$ cat config.mk
export PLATFORM = sky130hd
export DESIGN_NAME = alu_mc
export DESIGN_NICKNAME = d
export VERILOG_FILES = /design/src/rtl/alu_mc.sv
export SDC_FILE = /design/constraint.sdc
export NUM_CORES = 1
export LEC_CHECK = 0
export ABC_AREA = 1
export BUFFER_PORTS_ARGS = -buffer_cell sky130_fd_sc_hd__buf_2
export CORE_MARGIN = 2
export CORE_UTILIZATION = 64
export CTS_BUF_LIST = sky130_fd_sc_hd__clkbuf_8
export DETAILED_ROUTE_END_ITERATION = 7
export HOLD_SLACK_MARGIN = 0.12
export PLACE_DENSITY = 0.89
export SYNTH_ARGS = -nofsm -noshare
export SYNTH_HDL_FRONTEND = slang
export SYNTH_SLANG_ARGS = --single-unit
$ cat constraint.sdc
create_clock -name clk -period 3.3 [get_ports clk]
set_input_delay 0.33 -clock clk [delete_from_list [all_inputs] [get_ports clk]]
set_output_delay 0.33 -clock clk [all_outputs]
set_load 0.005 [all_outputs]
$ cat src/rtl/alu_mc.sv
// Multi-cycle ALU: start/busy/done handshake, registered result and flags,
// iterative shifts by arbitrary amounts and an iterative shift-add multiply.
module alu_mc #(
  parameter int W     = 8,
  parameter int CNT_W = $clog2(W + 1)
) (
  input  logic         clk,
  input  logic         reset,
  input  logic         start,
  input  logic [3:0]   alu_cmd,
  input  logic [W-1:0] inA,
  input  logic [W-1:0] inB,
  input  logic         sc_i,
  output logic         busy,
  output logic         done,
  output logic [W-1:0] rslt,
  output logic         sc_o,
  output logic         pari,
  output logic         zero,
  output logic         equal
);

  localparam logic [3:0] CMD_ADD  = 4'h0;
  localparam logic [3:0] CMD_SHL  = 4'h1;
  localparam logic [3:0] CMD_SHR  = 4'h2;
  localparam logic [3:0] CMD_MOV  = 4'h3;
  localparam logic [3:0] CMD_OR   = 4'h4;
  localparam logic [3:0] CMD_XOR  = 4'h5;
  localparam logic [3:0] CMD_AND  = 4'h6;
  localparam logic [3:0] CMD_ADDI = 4'h7;
  localparam logic [3:0] CMD_BNE  = 4'h8;
  localparam logic [3:0] CMD_BEQ  = 4'h9;
  localparam logic [3:0] CMD_MOVI = 4'hA;
  localparam logic [3:0] CMD_SUB  = 4'hB;
  localparam logic [3:0] CMD_MUL  = 4'hC;
  localparam logic [3:0] CMD_CMP  = 4'hD;

  // W expressed in operand and counter widths (W < 2**CNT_W <= 2**W for W >= 2)
  localparam logic [W-1:0]     W_OP  = W'(W);
  localparam logic [CNT_W-1:0] W_CNT = CNT_W'(W);
  localparam logic [CNT_W-1:0] ONE   = CNT_W'(1);

  typedef enum logic [1:0] {IDLE, SHIFT, MUL} state_t;

  state_t           state;
  logic [CNT_W-1:0] cnt;
  logic [W-1:0]     sh;
  logic             fill;
  logic             dir_left;
  logic             eq_lat;
  logic [2*W-1:0]   mcand;
  logic [W-1:0]     mplier;
  logic [2*W-1:0]   acc;

  logic [W:0]       add_full;
  logic [W:0]       addi_full;
  logic [W:0]       sub_full;
  logic [CNT_W-1:0] shift_n;
  logic [W-1:0]     sh_step;
  logic             sh_bit;
  logic [2*W-1:0]   acc_step;
  logic             fin_any;
  logic             fin_wr;
  logic             fin_eq;
  logic [W-1:0]     fin_val;
  logic             fin_c;
  logic             fin_eqv;

  // Next-step datapath values and the completion decision for this cycle
  always_comb begin
    add_full  = {1'b0, inA} + {1'b0, inB} + {{W{1'b0}}, sc_i};
    addi_full = {1'b0, inA} + {1'b0, inB};
    sub_full  = {1'b0, inA} - {1'b0, inB};
    shift_n   = (inB >= W_OP) ? W_CNT : CNT_W'(inB);
    sh_step   = dir_left ? {sh[W-2:0], fill} : {fill, sh[W-1:1]};
    sh_bit    = dir_left ? sh[W-1] : sh[0];
    acc_step  = mplier[0] ? acc + mcand : acc;
    fin_any   = 1'b0;
    fin_wr    = 1'b0;
    fin_eq    = 1'b0;
    fin_val   = '0;
    fin_c     = 1'b0;
    fin_eqv   = 1'b0;
    case (state)
      IDLE: begin
        if (start) begin
          fin_eqv = (inA == inB);
          case (alu_cmd)
            CMD_ADD: begin
              {fin_any, fin_wr, fin_eq} = 3'b111;
              fin_val = add_full[W-1:0];
              fin_c   = add_full[W];
            end
            CMD_SHL, CMD_SHR: begin
              // zero-length shift completes immediately with A unchanged
              if (shift_n == '0) begin
                {fin_any, fin_wr, fin_eq} = 3'b111;
                fin_val = inA;
              end
            end
            CMD_MOV, CMD_MOVI: begin
              {fin_any, fin_wr, fin_eq} = 3'b111;
              fin_val = inA;
            end
            CMD_OR: begin
              {fin_any, fin_wr, fin_eq} = 3'b111;
              fin_val = inA | inB;
            end
            CMD_XOR: begin
              {fin_any, fin_wr, fin_eq} = 3'b111;
              fin_val = inA ^ inB;
            end
            CMD_AND: begin
              {fin_any, fin_wr, fin_eq} = 3'b111;
              fin_val = inA & inB;
            end
            CMD_ADDI: begin
              {fin_any, fin_wr, fin_eq} = 3'b111;
              fin_val = addi_full[W-1:0];
              fin_c   = addi_full[W];
            end
            CMD_SUB: begin
              {fin_any, fin_wr, fin_eq} = 3'b111;
              fin_val = sub_full[W-1:0];
              fin_c   = sub_full[W];
            end
            CMD_BNE, CMD_BEQ, CMD_CMP: begin
              fin_any = 1'b1;
              fin_eq  = 1'b1;
            end
            CMD_MUL: ;
            default: fin_any = 1'b1;
          endcase
        end
      end
      SHIFT: begin
        if (cnt == ONE) begin
          {fin_any, fin_wr, fin_eq} = 3'b111;
          fin_val = sh_step;
          fin_c   = sh_bit;
          fin_eqv = eq_lat;
        end
      end
      MUL: begin
        if (cnt == ONE) begin
          {fin_any, fin_wr, fin_eq} = 3'b111;
          fin_val = acc_step[W-1:0];
          fin_c   = |acc_step[2*W-1:W];
          fin_eqv = eq_lat;
        end
      end
      default: ;
    endcase
  end

  // Control FSM, operand latches, iteration registers and registered outputs
  always_ff @(posedge clk or posedge reset) begin
    if (reset) begin
      state    <= IDLE;
      cnt      <= '0;
      sh       <= '0;
      fill     <= 1'b0;
      dir_left <= 1'b0;
      eq_lat   <= 1'b0;
      mcand    <= '0;
      mplier   <= '0;
      acc      <= '0;
      busy     <= 1'b0;
      done     <= 1'b0;
      rslt     <= '0;
      sc_o     <= 1'b0;
      pari     <= 1'b0;
      zero     <= 1'b0;
      equal    <= 1'b0;
    end else begin
      done <= fin_any;
      if (fin_wr) begin
        rslt <= fin_val;
        sc_o <= fin_c;
        pari <= ^fin_val;
        zero <= (fin_val == '0);
      end
      if (fin_eq) equal <= fin_eqv;
      case (state)
        IDLE: begin
          if (start) begin
            eq_lat   <= (inA == inB);
            fill     <= sc_i;
            dir_left <= (alu_cmd == CMD_SHL);
            sh       <= inA;
            mcand    <= {{W{1'b0}}, inA};
            mplier   <= inB;
            acc      <= '0;
            if ((alu_cmd == CMD_SHL || alu_cmd == CMD_SHR) && shift_n != '0) begin
              state <= SHIFT;
              cnt   <= shift_n;
              busy  <= 1'b1;
            end else if (alu_cmd == CMD_MUL) begin
              state <= MUL;
              cnt   <= W_CNT;
              busy  <= 1'b1;
            end
          end
        end
        SHIFT: begin
          sh  <= sh_step;
          cnt <= cnt - ONE;
          if (cnt == ONE) begin
            state <= IDLE;
            busy  <= 1'b0;
          end
        end
        MUL: begin
          acc    <= acc_step;
          mcand  <= mcand << 1;
          mplier <= mplier >> 1;
          cnt    <= cnt - ONE;
          if (cnt == ONE) begin
            state <= IDLE;
            busy  <= 1'b0;
          end
        end
        default: state <= IDLE;
      endcase
    end
  end

endmodule

Word-level counts from Yosys, hierarchy flattened
Cells that the tools add are included.
{"block": "totals", "ff_bits": 71, "input_bits": 24, "word_cells": 119}
{"block": "op_classes", "addsub": 5, "n_lt_le_gt_ge": 1, "eq_ne": 20, "n_mux": 51, "bitwise": 3, "n_reduce_logical": 23}
{"cell": "$pmux 16 s2", "count": 2}
{"cell": "$pmux 8 s8", "count": 1}
{"cell": "$mux 8", "count": 7}
{"cell": "$mux 16", "count": 3}
{"cell": "$pmux 8 s2", "count": 2}
{"cell": "$eq 4x4->1 const B", "count": 6}
{"cell": "$pmux 8 s3", "count": 1}
{"cell": "$add 16x16->16", "count": 1}
{"cell": "$eq 4x3->1 const B", "count": 4}
{"cell": "$mux 4", "count": 4}
{"cell": "$pmux 1 s2", "count": 8}
{"cell": "$reduce_or 8->1", "count": 2}
{"cell": "$mux 1", "count": 15}
{"cell": "$reduce_or 11->1", "count": 1}
{"cell": "$add 8x8->9", "count": 1}
{"cell": "$add 9x1->9", "count": 1}
{"cell": "$sub 8x8->9", "count": 1}
{"cell": "$and 8x8->8", "count": 1}
{"cell": "$eq 4x1->1 const B", "count": 2}
{"cell": "$eq 4x2->1 const B", "count": 2}
{"cell": "$eq 8x8->1", "count": 1}
{"cell": "$ge 8x4->1 const B", "count": 1}
{"cell": "$logic_not 4->1", "count": 2}
{"cell": "$logic_not 8->1", "count": 1}
{"cell": "other kinds (22)", "count": 33}

Logic depth before layout (Yosys ltp)
Gate-level depths: netlist of the first run.
{"block": "depth", "word_depth": 8, "mapped_depth": 22, "ltp_nobuf": 21}

Least setup slack after synthesis of the first run
OpenSTA, ideal clock, no wires.
{"block": "synth_timing", "path_type": "input to register", "from": "input inA[0]", "to": "register pari", "setup_time_ns": 0.122, "t_arrival_ns": 2.759, "path_slack_ns": 0.419, "cell_stages": 15, "path_buffers": 0, "cell_sequence": "ha_1 inv_1 fa_1 inv_1 ha_1 and2_1 nor2_1 nor4_1 o21ai_0 a21oi_1 or2_2 ha_1 xnor2_1 xnor2_1 o21ai_2"}
{"block": "synth_between", "elab_chain_len": 6, "elab_cells_between_ends": 11, "classes_between": "add/sub (3); mux (4); bitwise (3); reduce/logical (1)"}
{"item": "start, declared", "line_no": "11", "text": "input logic [W-1:0] inA,"}
{"item": "$add 8x8->9", "line_no": "71, 72"}
{"item": "$add 9x1->9", "line_no": "71", "text": "add_full = {1'b0, inA} + {1'b0, inB} + {{W{1'b0}}, sc_i};"}
{"item": "$pmux 8 s8 (*)", "line_no": "88", "text": "case (alu_cmd)"}
{"item": "$mux 8 (*)", "line_no": "86", "text": "if (start) begin"}
{"item": "$pmux 8 s3 (*)", "line_no": "84", "text": "case (state)"}
{"item": "$reduce_xor 8->1 (*)", "line_no": "180", "text": "pari <= ^fin_val;"}
{"item": "end signal, assigned", "line_no": "180"}
{"item": "end, declared", "line_no": "18", "text": "output logic pari,"}
Every way passes the cells marked *; elsewhere a longest branch is shown, timed or not.
A chain may end at the register's enable or synchronous reset.

Worst setup path in the final report of the first run
{"block": "layout_timing", "from": "register mcand[0]", "to": "register pari"}
{"block": "layout_between", "elab_chain_len": 5}
{"item": "start, declared", "line_no": "51", "text": "logic [2*W-1:0] mcand;"}
{"item": "start signal, assigned", "line_no": "191", "text": "mcand <= {{W{1'b0}}, inA};"}
{"item": "start signal, assigned", "line_no": "215", "text": "mcand <= mcand << 1;"}
{"item": "$add 16x16->16", "line_no": "77", "text": "acc_step = mplier[0] ? acc + mcand : acc;"}
{"item": "$mux 16", "line_no": "77"}
{"item": "$mux 8", "line_no": "145", "text": "if (cnt == ONE) begin"}
{"item": "$pmux 8 s3", "line_no": "84"}
{"item": "$reduce_xor 8->1", "line_no": "180"}
Every way passes these cells.

==> qor.yml, run 1 <==
syn_avg_cell_area_um2: 6.78
initial_core_util_pct: 66.5
final_nets: 1030
crit_family: "adder cells"
netlist_area_mm2: 0.00617
io_buffers: 37
postSynthRegisterBits: 71
period_minus_slack_ns: 3.06
synthFlopType: "dfrtp_1"
synth_cell_types: 50
critPathBufInv: 0
hp-class: "input pin to asynchronous set/reset pin"
worst_path_max_delay_cell: "fa_1"
post_cts_resize_count: 0
synthesis.nets: 988
route.detailed.drc: 0
die_w_um: 102
ys_seq_area_share_pct: 28.8
slew_headroom_pct: 28.4
fin_crit_sh_pct: 92.8
tns_ns: 0
yosys-top-cells-count: "nand2_1, inv_1, dfrtp_1"
cp.arrival_ns: 3.30
critPathRequiredTime_ns: 3.54
p_comb_share_pct: 58.9
async_flop_share_pct: 100
drtAntennaViolNets: 0
vias: 6172
hold_buffers: 0
ios: 38
fin_ws_ns: 0.239
grt-ovfl-total: 0
fmax_mhz: 327
final_cell_count_no_fill: 1086
dp_cells: 1070
finalHoldViolCount: 0
power.net_switching_mw: 2.59
place_congestion: 0.993
finalWirelength_um: 16400
cp_slowest_stage_delay_ns: 0.43
pwr-share-clk_pct: 12.8
rows: 35
cts_setup_buffers: 0
diodes: 0
yosys_warnings: 0
clkLatencyLatePin_ns: 0.35
yosys-top-cells-area: "dfrtp_1, nand2_1, ha_1, inv_1, nand3_1"
drt_iter0_markers: 573
cts_root_buf: "clkbuf_8"
die_y_um: 102
grt_pass1_wl_um: 26400
cts_tree: "done"
rsz0062_at_grt: "no"
grt_pass1_vias: 5490
status: "finished, final reports clean"
setup_viol: 0
coreArea_mm2: 0.00928
cts.clk_slew.worst_paths_ns: 0.08
cts_buffers: 9
cp_cell_sequence: "ha_1 > fa_1 > nand3_1 > nand3_1 > nand2_1 > nand3_1 > nand3_1 > o211ai_1 > a21oi_1 > a21o_1 > nand2_1 > ha_1 > xnor2_1 > xnor2_1 > o21ai_2"
crit_path_start_kind: "flip-flop"
ctsLongestPathBuffers: 2
intPower_mw: 2.59
area_delta_synth_final_pct: 8.72
synth-edff-count: 0
yosysTopAreaCellShare_pct: 28.8
yosysMostFrequentCell: "nand2_1"
drive_above_1_share_pct: 12.5
dp_hpwl_um: 12900
drv_slew: 0
die_area_mm2: 0.0104
yosysTopAreaCell: "dfrtp_1"
antenna_found_initial: 0
p_leak_nw: 3.63
synthCells: 910
wl_per_cell_um: 15.1
fillers: 817
place_ws_ns: 0.136
p_per_area_mw_per_mm2: 772
endpoint_kind: "flip-flop"
cts_sinks: 71
switching_share_pct: 50.0
grt_usage_pct: 32.4
power_frac_seq_pct: 28.4
firstDrtPassIters: 6
maxCapViolations: 0
cts_max_level: 3
vias_per_cell: 5.68
tightest_slew_ns: 1.07
finClkSkew_ns: 0.0125
grt_max_degree: 54
worst-setup-path-type: "flip-flop to flip-flop"
crit_fanout: 4
crit_top_cell: "nand3_1"
reg2reg_setup_slack_ns: 0.24
peakVddDrop_mv: 0.469
-- layout make-up --
class | count | area, um^2 | area share (%)
multi-input combinational | 672 | 3740 | 55.7
sequential | 71 | 1780 | 26.5
inverter | 145 | 544 | 8.11
timing repair buffer | 53 | 305 | 4.55
tap | 129 | 161 | 2.40
clock buffer | 11 | 151 | 2.26
clock inverter | 5 | 33.8 | 0.503
-- worst register-to-register path, delay by kind of cell, from the launching register on --
kind / cells / cell delay, ns
compound gates: 4 / 0.63
fa+ha+maj: 3 / 0.97
xor+xnor: 2 / 0.36
simple gates: 6 / 0.59
flops: 1 / 0.40
-- worst paths after layout --
path | startpoint | end | depth (start not counted)
hold reg to reg | rslt[7] | rslt[7] | 2
setup reg to reg | mcand[0] | pari | 15
max in group asynchronous | reset | sh[5] | 3
min in group clk | sc_i | fill | 3
hold / removal | reset | sc_o | 2
setup / recovery | mcand[0] | pari | 15
-- cells in the final DEF, fill, tap and decap left out, types with 12 or more instances in the layout --
cell / count
nand2_1: 259
nand4_1: 12
nand3_1: 59
buf_4: 16
inv_2: 13
inv_1: 131
ha_1: 51
nor2_1: 65
a21oi_1: 38
o22ai_1: 15
o21ai_0: 56
a31oi_1: 16
dfrtp_1: 71
o211ai_1: 15
buf_2: 37
-- per-stage QoR --
step | hold slack, ns | power, mW | utilization [%] | cell area (um^2)
floorplan | 0.451 | 3.69 | - | 6170
detailed placement | 0.462 | 4.46 | 70.3 | 6530
CTS | 0.246 | 5.13 | 72.3 | 6710
finish | 0.240 | 5.18 | 72.3 | 6710
global placement | 0.460 | 4.38 | 70.3 | 6530
global route | 0.252 | 5.64 | 72.3 | 6710
-- routing by layer --
layer,vias up,wire [um],global-route usage [%]
met5,-,0,0
li1,3060,-,-
met2,293,7020,49.7
met4,0,500,11.8
met3,43,1540,5.20
met1,2776,7330,46.6
-- sequential cells by signal (all words and copies together), names as in the netlist, 2 cells and up --
register  flops
sh            8
rslt          8
cnt           4
mplier        8
mcand        16
acc          16
state         2
-- power by group through the flow --
stage	clock network [mW]	registers, mW	logic (mW)
2_1_floorplan	0	1.42	2.27
3_3_place_gp	0	1.46	2.92
3_5_place_dp	0	1.48	2.98
4_1_cts	0.665	1.46	3.00
5_1_grt	0.703	1.51	3.43
6_report	0.662	1.47	3.05
-- logic make-up after synthesis --
kind of cell             share of synthesized area [%]
flip-flops                                        28.8
adder cells (fa/ha/maj)                           11.3
AO/OA/AOI/OAI                                     17.5
buffers and inverters                             10.7
AND/OR/NAND/NOR                                   30.6
XOR/XNOR                                          1.11
Note: power is estimated with default switching activity, not from simulation.
==> inputs of run 2 (changes only) <==
ABC_AREA = unset   (was 1)
GPL_ROUTABILITY_DRIVEN = 0   (was unset)
==> run 2 against run 1 <==
First-iteration DRC count is 25% higher. Synthesized area is 2.0% lower. Critical path depth is 1 higher. Die area is 1.9% lower. Critical path type is now input pin to flip-flop. Largest power group unchanged. Sequential power is 6% lower. Core utilization is 6.2 points higher. Sequential share of layout area is 1.9 points lower. The flow now finishes with violations (negative setup slack). Fmax is 7.3% lower. Synthesized cell count is 21% lower.
==> qor.yml, run 2 <==
worst-setup-path-type: "input pin to flip-flop"
cp.arrival_ns: 3.53
yosys-top-cells-area: "dfrtp_1, ha_1, nand2_1, mux2i_1, o21ai_0"
grt_pass1_wl_um: 29600
yosysTopAreaCellShare_pct: 29.4
synth_xor_area_share_pct: 3.62
finalWirelength_um: 19300
power_frac_seq_pct: 32.8
critPathRequiredTime_ns: 3.52
cts_root_buf: "clkbuf_8"
synth_simple_gate_area_share_pct: 16.8
finalHoldViolCount: 0
hp-class: "input pin to asynchronous set/reset pin"
status: "finished with violations"
power.net_switching_mw: 1.80
endpoint_kind: "flip-flop"
reg2reg_setup_slack_ns: 0.04
firstDrtPassIters: 8
fmax_mhz: 303
ctsLongestPathBuffers: 2
grt_usage_pct: 36.8
diodes: 0
grt_use_met1_pct: 43.5
use_met3_pct: 8.01
synth_cell_types: 78
final_nets: 898
finClkSkew_ns: 0.00943
postSynthRegisterBits: 71
synth-edff-count: 0
rows: 35
mostFrequentLayoutCell: "nand2_1"
cts_buffers: 9
maxCapViolations: 0
die_area_mm2: 0.0102
drive_above_1_share_pct: 22.3
setup_viol: 1
drt_iter0_markers: 714
fin_crit_sh_pct: 100
vias_per_cell: 6.85
worst_path_max_delay_cell: "or3b_4"
slew_headroom_pct: 44.4
layout_common_cells: "nand2_1, buf_4, dfrtp_1"
fin_ws_ns: -0.00242
hold_buffers: 0
wl_per_cell_um: 20.6
cts_tree: "done"
ff2ff_path_depth: 13
dp_cells: 916
top_usage_layer: "met2"
drtAntennaViolNets: 0
switching_share_pct: 42.9
io_buffers: 37
yosysTopAreaCell: "dfrtp_1"
grt_pass1_vias: 6280
synthAdderAreaFrac_pct: 11.5
cp_slowest_stage_delay_ns: 0.43
synth_top_family_by_area: "compound AO/OA/AOI/OAI gates"
period_minus_slack_ns: 3.30
endpoint: "pari"
synth_compound_area_share_pct: 26.7
clkLatencyLatePin_ns: 0.36
power_mw: 4.19
die_y_um: 101
reg2reg_to: "pari"
cts.clk_slew.worst_paths_ns: 0.08
timing.rr.start: "acc[0]"
cts_sinks: 71
post-route-util_pct: 78.5
place_ws_ns: -0.308
met2_usage_pct: 63.7
final_cell_count_no_fill: 936
synthFlopType: "dfrtp_1"
vias: 6414
area_delta_synth_final_pct: 19.3
yosysMostFrequentCell: "nand2_1"
yosys-top-cells-count: "nand2_1, dfrtp_1, ha_1, o21ai_0, nor2_1"
netlist_area_mm2: 0.00605
p_comb_share_pct: 48.4
cts_max_level: 3
synth_mux_area_share_pct: 7.28
grt_max_degree: 40
reg_top3: "acc (16), mcand (16)"
ys_seq_area_share_pct: 29.4
pwr-share-clk_pct: 18.8
yosys_warnings: 0
dp_hpwl_um: 13600
route.detailed.drc: 0
tightest_slew_ns: 0.833
holdWs_ns: 0.120
drv_slew: 0
violations: "negative setup slack"
p_leak_nw: 3.39
die_w_um: 101
synthesis.nets: 796
ios: 38
rsz0062_at_grt: "yes"
intPower_mw: 2.39
startpoint: "inA[0]"
grt-ovfl-total: 0
peakVddDrop_mv: 0.426
antenna_found_initial: 0
crit_fanout: 3
async_flop_share_pct: 100
crit_path_start_kind: "input pin"
synthCells: 718
initial_core_util_pct: 65.8
coreArea_mm2: 0.00920
p_per_area_mw_per_mm2: 581
syn_avg_cell_area_um2: 8.43
cp_cell_sequence: "buf_2 > ha_4 > inv_2 > fa_2 > nor2b_2 > o31a_1 > a2111oi_4 > or3b_4 > xnor2_1 > o211ai_1 > a22oi_1 > or2_1 > ha_4 > xnor2_2 > xnor2_1 > o21ai_1"
[run 2: cell types whose count changed after synthesis, sizes merged, moves of 11 or more]
cell / previous run / this run
mux2: 0 / 16
xnor2: 5 / 19
nand3: 62 / 13
inv: 143 / 37
nand2: 271 / 96
clkbuf: 13 / 28
a31oi: 16 / 5
nor2: 74 / 50
mux2i: 0 / 26
a21o: 3 / 15
nor3: 2 / 13
[run 2: logic make-up (layout without fill, tap and decap cells)]
kind of cell	count (synthesis)	after routing
buffers and inverters	73	180
adder cells (fa/ha/maj)	54	54
AO/OA/AOI/OAI	233	233
XOR/XNOR	25	25
flip-flops	71	71
multiplexers	42	42
AND/OR/NAND/NOR	220	220
[run 2: worst min-delay path by stage]
stage | start | slack, ns | depth (start not counted) | endpoint
after floorplan | sc_i | 0.44 | 2 | fill
after detailed placement | mplier[5] | 0.47 | 2 | mplier[5]
after CTS | reset | 0.14 | 2 | cnt[1]
final | reset | 0.12 | 2 | rslt[1]
after global routing | reset | 0.17 | 2 | rslt[1]
after global placement | mplier[5] | 0.46 | 2 | mplier[5]
[run 2: layer usage]
metal	routed length, um	up-vias	share of wire, %
li1	-	2823	-
met1	7010	3025	36
met2	9490	445	49
met3	1740	121	9.1
met5	0	-	0
met4	1010	0	5.2
[run 2: cell type report]
type                    count  area [um^2]
flip-flops and latches     71         1780
clock buffers               9          124
clock inverters             7         96.3
inverters                  39          146
fillers                   560         1980
multi-input cells         574         4090
repair buffers            125          846
well taps                 111          139
[run 2: critical path: cells and delay by family]
kind	cells	cell delay [ns]
AOI/OAI and AO/OA	5	1.17
xor gates and xnor gates	3	0.39
adders and majority gates	3	0.67
buffers and inverters	2	0.18
and+or+nand+nor	3	0.78
[run 2: timing repair]
action,in CTS,in global routing
endpoints found under the hold margin,0,0
pin swaps,0,17
resized for setup,2,14
setup buffers,0,4
endpoints found under the setup margin,2,2
[run 2: power by group through the flow]
stage	combinational [mW]	sequential (mW)	clock (mW)
after floorplan	1.31	1.28	0
after global routing	2.20	1.39	0.821
after CTS	1.92	1.36	0.781
after global placement	1.77	1.35	0
after detailed placement	1.88	1.37	0
final	2.03	1.38	0.787
[run 2: per-stage QoR]
stage          setup TNS (ns)  instance area (um^2)
2_1_floorplan               0                  6060
3_3_place_gp           -0.206                  6890
3_5_place_dp           -0.309                  6890
4_1_cts                     0                  7110
5_1_grt               -0.0987                  7220
6_report             -0.00242                  7220
